## src/rtl/inst_rom_arb.sv

```systemverilog
// Instruction ROM arbiter: lets a loader take over the ROM for a write burst while
// the fetch pipeline is held, then flushes the pipeline and restarts the PC at 0.
module inst_rom_arb #(
  parameter int unsigned ROM_WORDS = 4096
) (
  input  logic        i_Clk,
  input  logic        i_reset,
  input  logic [31:0] i_fetch_addr,
  input  logic        i_ld_req,
  input  logic        i_ld_valid,
  input  logic [31:0] i_ld_addr,
  input  logic [31:0] i_ld_data,
  input  logic        i_ld_last,
  output logic        o_ld_ready,
  output logic        o_rom_we,
  output logic [31:0] o_rom_w_addr,
  output logic [31:0] o_rom_w_data,
  output logic [31:0] o_rom_r_addr,
  output logic [1:0]  o_hold_flag,
  output logic        o_pc_restart,
  output logic [15:0] o_ld_count,
  output logic        o_ld_err,
  output logic        o_busy
);

  localparam logic [1:0] StRun   = 2'd0;
  localparam logic [1:0] StDrain = 2'd1;
  localparam logic [1:0] StLoad  = 2'd2;
  localparam logic [1:0] StFlush = 2'd3;

  localparam logic [1:0] HoldNone  = 2'b00;
  localparam logic [1:0] HoldIfId  = 2'b01;
  localparam logic [1:0] FlushIfId = 2'b10;

  logic [1:0]  state_q, state_d;
  logic [15:0] count_q, count_d;
  logic        err_q, err_d;

  logic accept;
  logic addr_ok;
  logic wr;

  assign accept  = (state_q == StLoad) && i_ld_valid;
  assign addr_ok = (i_ld_addr[1:0] == 2'b00) && ({2'b00, i_ld_addr[31:2]} < ROM_WORDS);
  assign wr      = accept && addr_ok;

  always_comb begin
    state_d = state_q;
    count_d = count_q;
    err_d   = err_q;
    case (state_q)
      StRun: begin
        if (i_ld_req) begin
          state_d = StDrain;
          count_d = 16'd0;
          err_d   = 1'b0;
        end
      end
      StDrain: state_d = StLoad;
      StLoad: begin
        // An accepted last word wins over a dropped request, so it is not an abort.
        if (accept && i_ld_last) begin
          state_d = StFlush;
        end else if (!i_ld_req) begin
          state_d = StFlush;
          err_d   = 1'b1;
        end
      end
      default: state_d = StRun;
    endcase
    if (accept && !addr_ok) err_d = 1'b1;
    if (wr && (count_q != 16'hFFFF)) count_d = count_q + 16'd1;
  end

  always_ff @(posedge i_Clk or posedge i_reset) begin
    if (i_reset) begin
      state_q <= StRun;
      count_q <= 16'd0;
      err_q   <= 1'b0;
    end else begin
      state_q <= state_d;
      count_q <= count_d;
      err_q   <= err_d;
    end
  end

  always_comb begin
    o_hold_flag = HoldNone;
    case (state_q)
      StDrain, StLoad: o_hold_flag = HoldIfId;
      StFlush:         o_hold_flag = FlushIfId;
      default:         o_hold_flag = HoldNone;
    endcase
  end

  // Read address always follows the PC; it is frozen anyway while the pipeline holds.
  assign o_rom_r_addr = i_fetch_addr;
  assign o_ld_ready   = (state_q == StLoad);
  assign o_rom_we     = wr;
  assign o_rom_w_addr = wr ? i_ld_addr : 32'd0;
  assign o_rom_w_data = wr ? i_ld_data : 32'd0;
  assign o_pc_restart = (state_q == StFlush);
  assign o_busy       = (state_q != StRun);
  assign o_ld_count   = count_q;
  assign o_ld_err     = err_q;

endmodule

```

## config.mk

```make
export PLATFORM = sky130hd
export DESIGN_NAME = inst_rom_arb
export DESIGN_NICKNAME = d
export VERILOG_FILES = /design/src/rtl/inst_rom_arb.sv
export SDC_FILE = /design/constraint.sdc
export NUM_CORES = 1
export LEC_CHECK = 0
export CAP_MARGIN = 20
export CORE_MARGIN = 2
export CORE_UTILIZATION = 28
export CTS_CLUSTER_SIZE = 25
export DETAILED_ROUTE_END_ITERATION = 10
export PLACE_DENSITY_LB_ADDON = 0.05
export SLEW_MARGIN = 20
export SYNTH_ARGS = -nofsm -noshare
export SYNTH_HDL_FRONTEND = slang
export SYNTH_SLANG_ARGS = --single-unit
```

## constraint.sdc

```tcl
create_clock -name i_Clk -period 2.7 [get_ports i_Clk]
set_input_delay 0.54 -clock i_Clk [delete_from_list [all_inputs] [get_ports i_Clk]]
set_output_delay 0.54 -clock i_Clk [all_outputs]
set_load 0.02 [all_outputs]
```

## Yosys cells after proc, flatten, opt, wreduce, memory -nomap -nowiden

Cells that the tools add are included.

| storage, ports and cells | value |
|---|---|
| flip-flop bits (word level) | 19 |
| input bits | 101 |
| output and inout bits | 119 |
| logic and storage cells | 46 |

| cells by class | value |
|---|---|
| add/subtract/negate cells | 1 |
| $lt $le $gt $ge | 1 |
| eq/ne operators | 9 |
| muxes and demuxes | 15 |
| reductions and logical operators | 17 |

Operators with widths:

| kind | number |
|---|---|
| $mux 32 | 2 |
| $mux 16 | 3 |
| $lt 30x13->1 const B | 1 |
| $add 16x1->16 const B | 1 |
| $ne 16x16->1 const B | 1 |
| $ne 3x2->1 const B | 3 |
| $logic_and 1x1->1 | 6 |
| $mux 2 | 3 |
| $pmux 2 s3 | 1 |
| $reduce_bool 2->1 | 3 |
| $eq 2x2->1 const B | 2 |
| $logic_not 2->1 | 2 |
| $mux 1 | 4 |
| $pmux 2 s2 | 1 |
| $reduce_and 2->1 | 2 |
| $reduce_and 4->1 | 1 |
| $ne 3x3->1 const B | 1 |
| $reduce_bool 3->1 | 1 |
| $eq 2x1->1 const B | 1 |
| $ne 2x2->1 const B | 1 |
| $pmux 1 s2 | 1 |
| $reduce_or 2->1 | 1 |
| $logic_not 1->1 | 1 |

## Logic depth before layout (Yosys ltp)

Gate-level depths: netlist (run 1).

| logic depth | value |
|---|---|
| depth after elaboration | 6 |
| gate-level depth with buffers | 8 |
| depth with buffers taken out | 6 |

## Least setup slack after synthesis (run 1)

OpenSTA, ideal clock, no wires.

| timing | value |
|---|---|
| path type | register to output |
| from | register state_q[0] |
| to | output port o_rom_w_data[22] |
| data arrival time | 1.987 ns |
| required time | 2.160 ns |
| setup slack | 0.173 ns |
| cell stages (with the launch flop) | 9 |
| buffers on the path | 2 |
| cell sequence | dfrtp_1 -> inv_1 -> ha_1 -> nand2_1 -> or3_1 -> buf_2 -> clkinv_2 -> buf_4 -> and2_1 |

| on the way | value |
|---|---|
| cells in the longest elaborated chain, start to end | 4 |

Ends and longest elaborated chain:

| what | line | text |
|---|---|---|
| from (decl) | 35 | `logic [1:0] state_q, state_d;` |
| from (signal assigned) | 77 | `state_q <= StRun;` |
| from (signal assigned) | 81 | `state_q <= state_d;` |
| $eq 2x2->1 | -- |  |
| via o_ld_ready | 14 | `output logic o_ld_ready,` |
| $logic_and 1x1->1 | 43 | `assign accept = (state_q == StLoad) && i_ld_valid;` |
| $logic_and 1x1->1 | 45 | `assign wr = accept && addr_ok;` |
| via o_rom_we | 15 | `output logic o_rom_we,` |
| $mux 32 | 101 | `assign o_rom_w_data = wr ? i_ld_data : 32'd0;` |
| to (decl) | 17 | `output logic [31:0] o_rom_w_data,` |

The timed path passes the listed nets, and every way through them passes these cells.

## Worst setup path after layout (run 1)

| timing | value |
|---|---|
| from | input port i_ld_addr[28] |
| to | output port o_rom_w_data[11] |

| on the way | value |
|---|---|
| cells in the longest elaborated chain, start to end | 4 |

Ends and longest elaborated chain:

| what | line | text |
|---|---|---|
| from (decl) | 11 | `input logic [31:0] i_ld_addr,` |
| $lt 30x13->1 | 44 | `assign addr_ok = (i_ld_addr[1:0] == 2'b00) && ({2'b00, i_ld_addr[31:2]} < ROM_WORDS);` |
| $logic_and 1x1->1 | 44 |  |
| $logic_and 1x1->1 | 45 |  |
| $mux 32 | 101 |  |

No other way between the ends.

==> impl_metrics.json, run 1 <==
{
  "wl_um": 7190,
  "setup_viol": 0,
  "slew_violations": 0,
  "grtUsageTotal_pct": 17.2,
  "dieWidth_um": 88.1,
  "drc": 0,
  "synth_top_area_cell": "dfrtp_1",
  "drt_first_pass_iters": 4,
  "hp-class": "reg -> reg",
  "antenna_cells": 0,
  "fin_nets": 472,
  "portBuffers": 135,
  "cts_num_sinks": 19,
  "synth-seq-cells": 19,
  "crit_fanout": 7,
  "cp_num_buf_inv": 4,
  "grt_pass1_wl_um": 10200,
  "h-tree-depth": 1,
  "grt_pass1_vias": 1947,
  "critPathArrivalTime_ns": 2.08,
  "synth_ff_type": "dfrtp_1",
  "cp-end-kind": "output pin",
  "power.density_nw_per_um2": 320,
  "fin_crit_sh_pct": 97.1,
  "max_cap_viol_count": 0,
  "start_kind": "input port",
  "critPathSlowestCell": "or3_4",
  "path_cells": "dlygate4sd2_1 -> nor4_1 -> nand3_1 -> or3_4 -> clkinv_8 -> clkbuf_16 -> and2_1 -> buf_6",
  "async_flop_share_pct": 100,
  "synth_edf_count": 0,
  "detailed_place_hpwl_um": 5560,
  "final_cells": 461,
  "fin_skew_ns": 0.00607,
  "drtIter0Drc": 103,
  "dpl_cell_area_sq_um": 3220,
  "combPwrFrac_pct": 51.6,
  "pin_count": 220,
  "syn_area_sq_um": 1980,
  "ys_types": 40,
  "antenna_found_initial": 0,
  "cts_buffer_depth": 2,
  "vias_per_cell": 4.42,
  "intPower_mw": 0.700,
  "cts-buffers-inserted": 3,
  "slew_headroom_pct": 50.5,
  "status": "completed",
  "synth-seq-area-share_pct": 24.0,
  "ant_nets": 0,
  "ys_warn_count": 0,
  "synth_top_cell_area_share_pct": 24.0,
  "synth_most_common_cell": "buf_4",
  "cts_tree": "built",
  "synth_area_leaders": "dfrtp_1, buf_4, and2_1",
  "p_leak_nw": 1.52,
  "final_util_pct": 49.7,
  "clk_pin_slew_ns": 0.08,
  "synthCells": 246,
  "cp_top_family": "simple AND/OR/NAND/NOR gates",
  "area_growth_pct": 71.4,
  "place.gp.congestion": 0.784,
  "crit_required_ns": 2.16,
  "synth_area_per_cell_sq_um": 8.05,
  "dp_cells": 452,
  "finalInstanceArea_sq_um": 3390,
  "row_count": 30,
  "insertion_delay_ns": 0.26,
  "seqPwrFrac_pct": 29.7,
  "switching_share_pct": 35.5,
  "initial_core_util_pct": 29.0,
  "die-area_sq_um": 7760,
  "finalHoldViolCount": 0,
  "tightest_slew_ns": 0.742,
  "grt-ovfl-total": 0,
  "cts_root_buf": "clkbuf_8",
  "critPathMaxStageDelay_ns": 0.38,
  "vias": 2036,
  "p_switching_mw": 0.384,
  "p_clk_share_pct": 18.7,
  "fmax_mhz": 381,
  "finalCriticalPeriod_ns": 2.62,
  "core_area_sq_um": 6830,
  "synth_common_cells": "buf_4, and2_1, dfrtp_1",
  "ir_drop_uv": 457,
  "wire_per_inst_um": 15.6,
  "grt_start_max_net_pins": 29,
  "drive_gt1_share_pct": 28.2,
  "die_h_um": 88.1,
  "worstSetupPathType": "in -> out"
}
## worst min-delay path: cells and delay by family (launching register included)
family	cells	cell delay (ns)
AOI/OAI and AO/OA	1	0.08
DFF	1	0.35
and+or+nand+nor	1	0.06
## timing repair
| item | in CTS | in global routing |
|---|---|---|
| setup endpoints to repair | 45 | 44 |
| resized for setup | 265 | 42 |
| endpoints found under the hold margin | 0 | 0 |
| pin swaps | 7 | 5 |
| cloned | 1 | 3 |
| hold buffers | 0 | 0 |
| buffers inserted | 0 | 1 |
## power groups by stage
stage | logic (mW) | clock network [mW] | registers, mW
6_report | 0.559 | 0.203 | 0.322
5_1_grt | 0.613 | 0.231 | 0.325
4_1_cts | 0.564 | 0.216 | 0.323
3_5_place_dp | 0.566 | 0 | 0.327
3_3_place_gp | 0.567 | 0 | 0.329
2_1_floorplan | 0.360 | 0 | 0.340
## final timing paths
check,slack (ns),start,cells after the start,end
max reg2reg,0.69,o_ld_count[0]$_DFFE_PP0P_,7,o_ld_count[0]$_DFFE_PP0P_
max in group asynchronous,1.53,i_reset,2,o_ld_count[2]$_DFFE_PP0P_
min in group asynchronous,0.70,i_reset,2,o_ld_err$_DFFE_PP0P_
min,0.52,o_ld_err$_DFFE_PP0P_,2,o_ld_err$_DFFE_PP0P_
max,0.08,i_ld_addr[28],8,o_rom_w_data[11]
min reg2reg,0.52,o_ld_err$_DFFE_PP0P_,2,o_ld_err$_DFFE_PP0P_
## sequential cells by signal (all words and copies together) (netlist names)
| register | flops |
|---|---|
| o_ld_count | 16 |
| o_ld_err | 1 |
| state_q | 2 |
## layout by cell type, fill, tap and decap left out, types with 6 or more instances in the layout
cell / instances
o21ai_0: 12
nor3_1: 6
nand2_1: 17
buf_4: 33
buf_6: 27
inv_1: 10
and2_1: 32
dfrtp_1: 19
dlygate4sd2_1: 13
conb_1: 20
and2_4: 17
clkdlybuf4s50_1: 70
## stage by stage
| stage | TNS, ns | worst slack, ns | hold slack [ns] | power (mW) |
|---|---|---|---|---|
| CTS | -0.0535 | -0.0230 | 0.524 | 1.10 |
| finish | 0 | 0.0772 | 0.521 | 1.08 |
| global placement | -28.10 | -0.679 | 0.501 | 0.896 |
| global route | -1.01 | -0.0363 | 0.572 | 1.17 |
| detailed placement | -27.53 | -0.661 | 0.496 | 0.894 |
| floorplan | 0 | 0.173 | 0.491 | 0.700 |
## area by class of cell
cell class | instances | area, sq um
well taps | 96 | 120
clock buffers | 3 | 41.3
clock inverters | 1 | 5.00
multi-input cells | 174 | 1150
repair buffers | 157 | 1540
fillers | 690 | 3440
flip-flops and latches | 19 | 475
inverters | 11 | 53.8
## logic make-up (layout without fill, tap and decap cells)
| logic type | Yosys count | after routing | share of synthesized area (%) |
|---|---|---|---|
| other cells | 1 | 20 | 0.189 |
| mux | 3 | 3 | 1.58 |
| fa+ha+maj | 5 | 5 | 3.16 |
| buf+inv | 72 | 172 | 25.2 |
| flops | 19 | 19 | 24.0 |
| simple gates | 100 | 100 | 29.4 |
| compound gates | 41 | 41 | 14.3 |
| xor+xnor | 5 | 5 | 2.21 |
## routing by layer
layer | up-vias | wire, um | GRT usage [%] | share of wire (%)
li1 | 1002 | - | - | -
met1 | 924 | 2720 | 19.4 | 38
met2 | 94 | 3660 | 31.5 | 51
met3 | 16 | 667 | 5.56 | 9.3
met4 | 0 | 144 | 4.27 | 2.0
met5 | - | 0 | 0 | 0
No activity file was read; power rests on OpenSTA's default activity.
==> run 2, diff against run 1 <==
CORE_MARGIN = 5   (was 2)
==> impl_metrics.json, run 2 (synthesis results as in run 1) <==
{
  "hold_ws_ns": 0.522,
  "crit_fanout": 7,
  "setup_viol": 0,
  "vias": 2046,
  "power.density_nw_per_um2": 301,
  "min_path_cells": 2,
  "cts-buffers-inserted": 3,
  "setup-tns-final_ns": 0,
  "dieWidth_um": 94.1,
  "holdPathEnd": "o_ld_err$_DFFE_PP0P_",
  "max_cap_viol_count": 0,
  "clk_pin_slew_ns": 0.07,
  "fin_skew_ns": 0.00455,
  "largest_reg_flops": 16,
  "crit_required_ns": 2.16,
  "worstSetupPathType": "in -> out",
  "intPower_mw": 0.689,
  "grt_start_max_net_pins": 20,
  "row_count": 30,
  "combPwrFrac_pct": 50.6,
  "insertion_delay_ns": 0.25,
  "regToRegEndpoint": "o_ld_count[8]$_DFFE_PP0P_",
  "critPathArrivalTime_ns": 2.10,
  "cts_num_sinks": 19,
  "final_cell_mix": "clkdlybuf4s50_1, buf_6, and2_4, conb_1, dfrtp_1",
  "start_kind": "input port",
  "wl_um": 7670,
  "met3_usage_pct": 5.53,
  "grt_pass1_wl_um": 11300,
  "switching_share_pct": 35.6,
  "holdBufCountCts": 0,
  "drive_gt1_share_pct": 34.7,
  "cp-end-kind": "output pin",
  "h-tree-depth": 1,
  "drt_first_pass_iters": 4,
  "critPathSlowestCell": "or3_4",
  "cp_num_buf_inv": 5,
  "wire_per_inst_um": 16.6,
  "fmax_mhz": 379,
  "die_h_um": 94.1,
  "core_area_sq_um": 6830,
  "area_growth_pct": 79.2,
  "worstReg2RegStart": "o_ld_count[0]$_DFFE_PP0P_",
  "slew_headroom_pct": 51.4,
  "fin_nets": 473,
  "die-area_sq_um": 8850,
  "grt_pass1_vias": 2024,
  "fin_crit_sh_pct": 97.8,
  "seqPwrFrac_pct": 30.6,
  "ir_drop_uv": 607,
  "finalCriticalPeriod_ns": 2.64,
  "reg2reg_slack_ns": 0.73,
  "ant_nets": 0,
  "p_switching_mw": 0.380,
  "ff2ff_path_depth": 7,
  "p_clk_share_pct": 18.8,
  "use_met1_pct": 17.1,
  "detailed_place_hpwl_um": 6100,
  "drc": 0,
  "critPathMaxStageDelay_ns": 0.43,
  "hp-class": "reg -> reg",
  "finalHoldViolCount": 0,
  "initial_core_util_pct": 29.0,
  "grtUsageTotal_pct": 16.4,
  "grt-ovfl-total": 0,
  "status": "completed",
  "pin_count": 220,
  "cp_top_family": "simple AND/OR/NAND/NOR gates",
  "antenna_found_initial": 0,
  "grt.busiest_layer": "met2",
  "mostFrequentLayoutCell": "clkdlybuf4s50_1",
  "vias_per_cell": 4.43,
  "slew_violations": 0,
  "path_cells": "clkdlybuf4s15_1 -> nor4_2 -> nand2_2 -> or3_4 -> clkinv_8 -> buf_12 -> clkbuf_16 -> and2_4 -> buf_6",
  "cts_buffer_depth": 2,
  "cts_root_buf": "clkbuf_8",
  "portBuffers": 135,
  "antenna_cells": 0,
  "nFillCells": 667,
  "worstHoldStart": "o_ld_err$_DFFE_PP0P_",
  "use_met2_pct": 31.6,
  "cts_tree": "built",
  "p_leak_nw": 1.56,
  "tightest_slew_ns": 0.728,
  "place.gp.congestion": 0.742,
  "drtIter0Drc": 87
}
run 2: per-stage QoR:
step                      instances  util (%)  power, mW  instance area (sq um)  setup slack [ns]
final                           462      51.9       1.07                   3550            0.0606
after detailed placement        451      46.8      0.879                   3200            -0.709
after global placement          451      46.8      0.879                   3200            -0.707
after floorplan                 265         -      0.700                   2050             0.173
after global routing            462      51.9       1.15                   3550          -0.00485
after CTS                       460      50.9       1.08                   3480           -0.0242
run 2: power by group through the flow:
stage	Combinational (mW)	Clock, mW	Sequential, mW
after floorplan	0.360	0	0.340
after global placement	0.544	0	0.335
after detailed placement	0.546	0	0.333
after CTS	0.545	0.210	0.329
after global routing	0.592	0.221	0.332
final	0.541	0.201	0.328
run 2: routing by layer:
layer  up-vias  share of wire, %  routed length, um
met5         -                 0                  0
met4         0               1.8                141
met3        16               9.5                725
met2       104                53               4050
met1       923                36               2760
li1       1003                 -                  -
run 2: area by class of cell:
class / instances / area, sq um / share of cell area [%]
repair buffers: 158 / 1660 / 46.8
multi-input cells: 174 / 1190 / 33.7
flip-flops and latches: 19 / 475 / 13.4
well taps: 96 / 120 / 3.39
inverters: 11 / 53.8 / 1.52
clock buffers: 4 / 45.0 / 1.27
run 2: worst max path at each step:
stage                                 startpoint                to  slack, ns  cells past startpoint
after global routing               i_ld_addr[29]   o_rom_w_data[4]     -0.005                      9
after CTS                          i_ld_addr[15]  o_rom_w_data[15]      -0.02                      9
after global placement              i_ld_addr[0]  o_rom_w_data[16]      -0.71                      8
after floorplan           state_q[0]$_DFFE_PP0P_  o_rom_w_data[22]       0.17                      8
after detailed placement           i_ld_addr[19]  o_rom_w_data[20]      -0.71                      8
final                              i_ld_addr[29]  o_rom_w_data[24]       0.06                      9
run 2: what timing repair did:
| action | 4_1_cts | 5_1_grt |
|---|---|---|
| setup endpoints to repair | 45 | 45 |
| resized for setup | 322 | 37 |
| setup buffers | 2 | 1 |
| cloned | 3 | 1 |
| hold endpoints to repair | 0 | 0 |
| pin swaps | 7 | 11 |
run 2: worst min-delay path, stage by stage, from the launching register on:
cell and delay [ns]:
dfrtp_1 0.35, o21ai_0 0.08, nand2_1 0.06
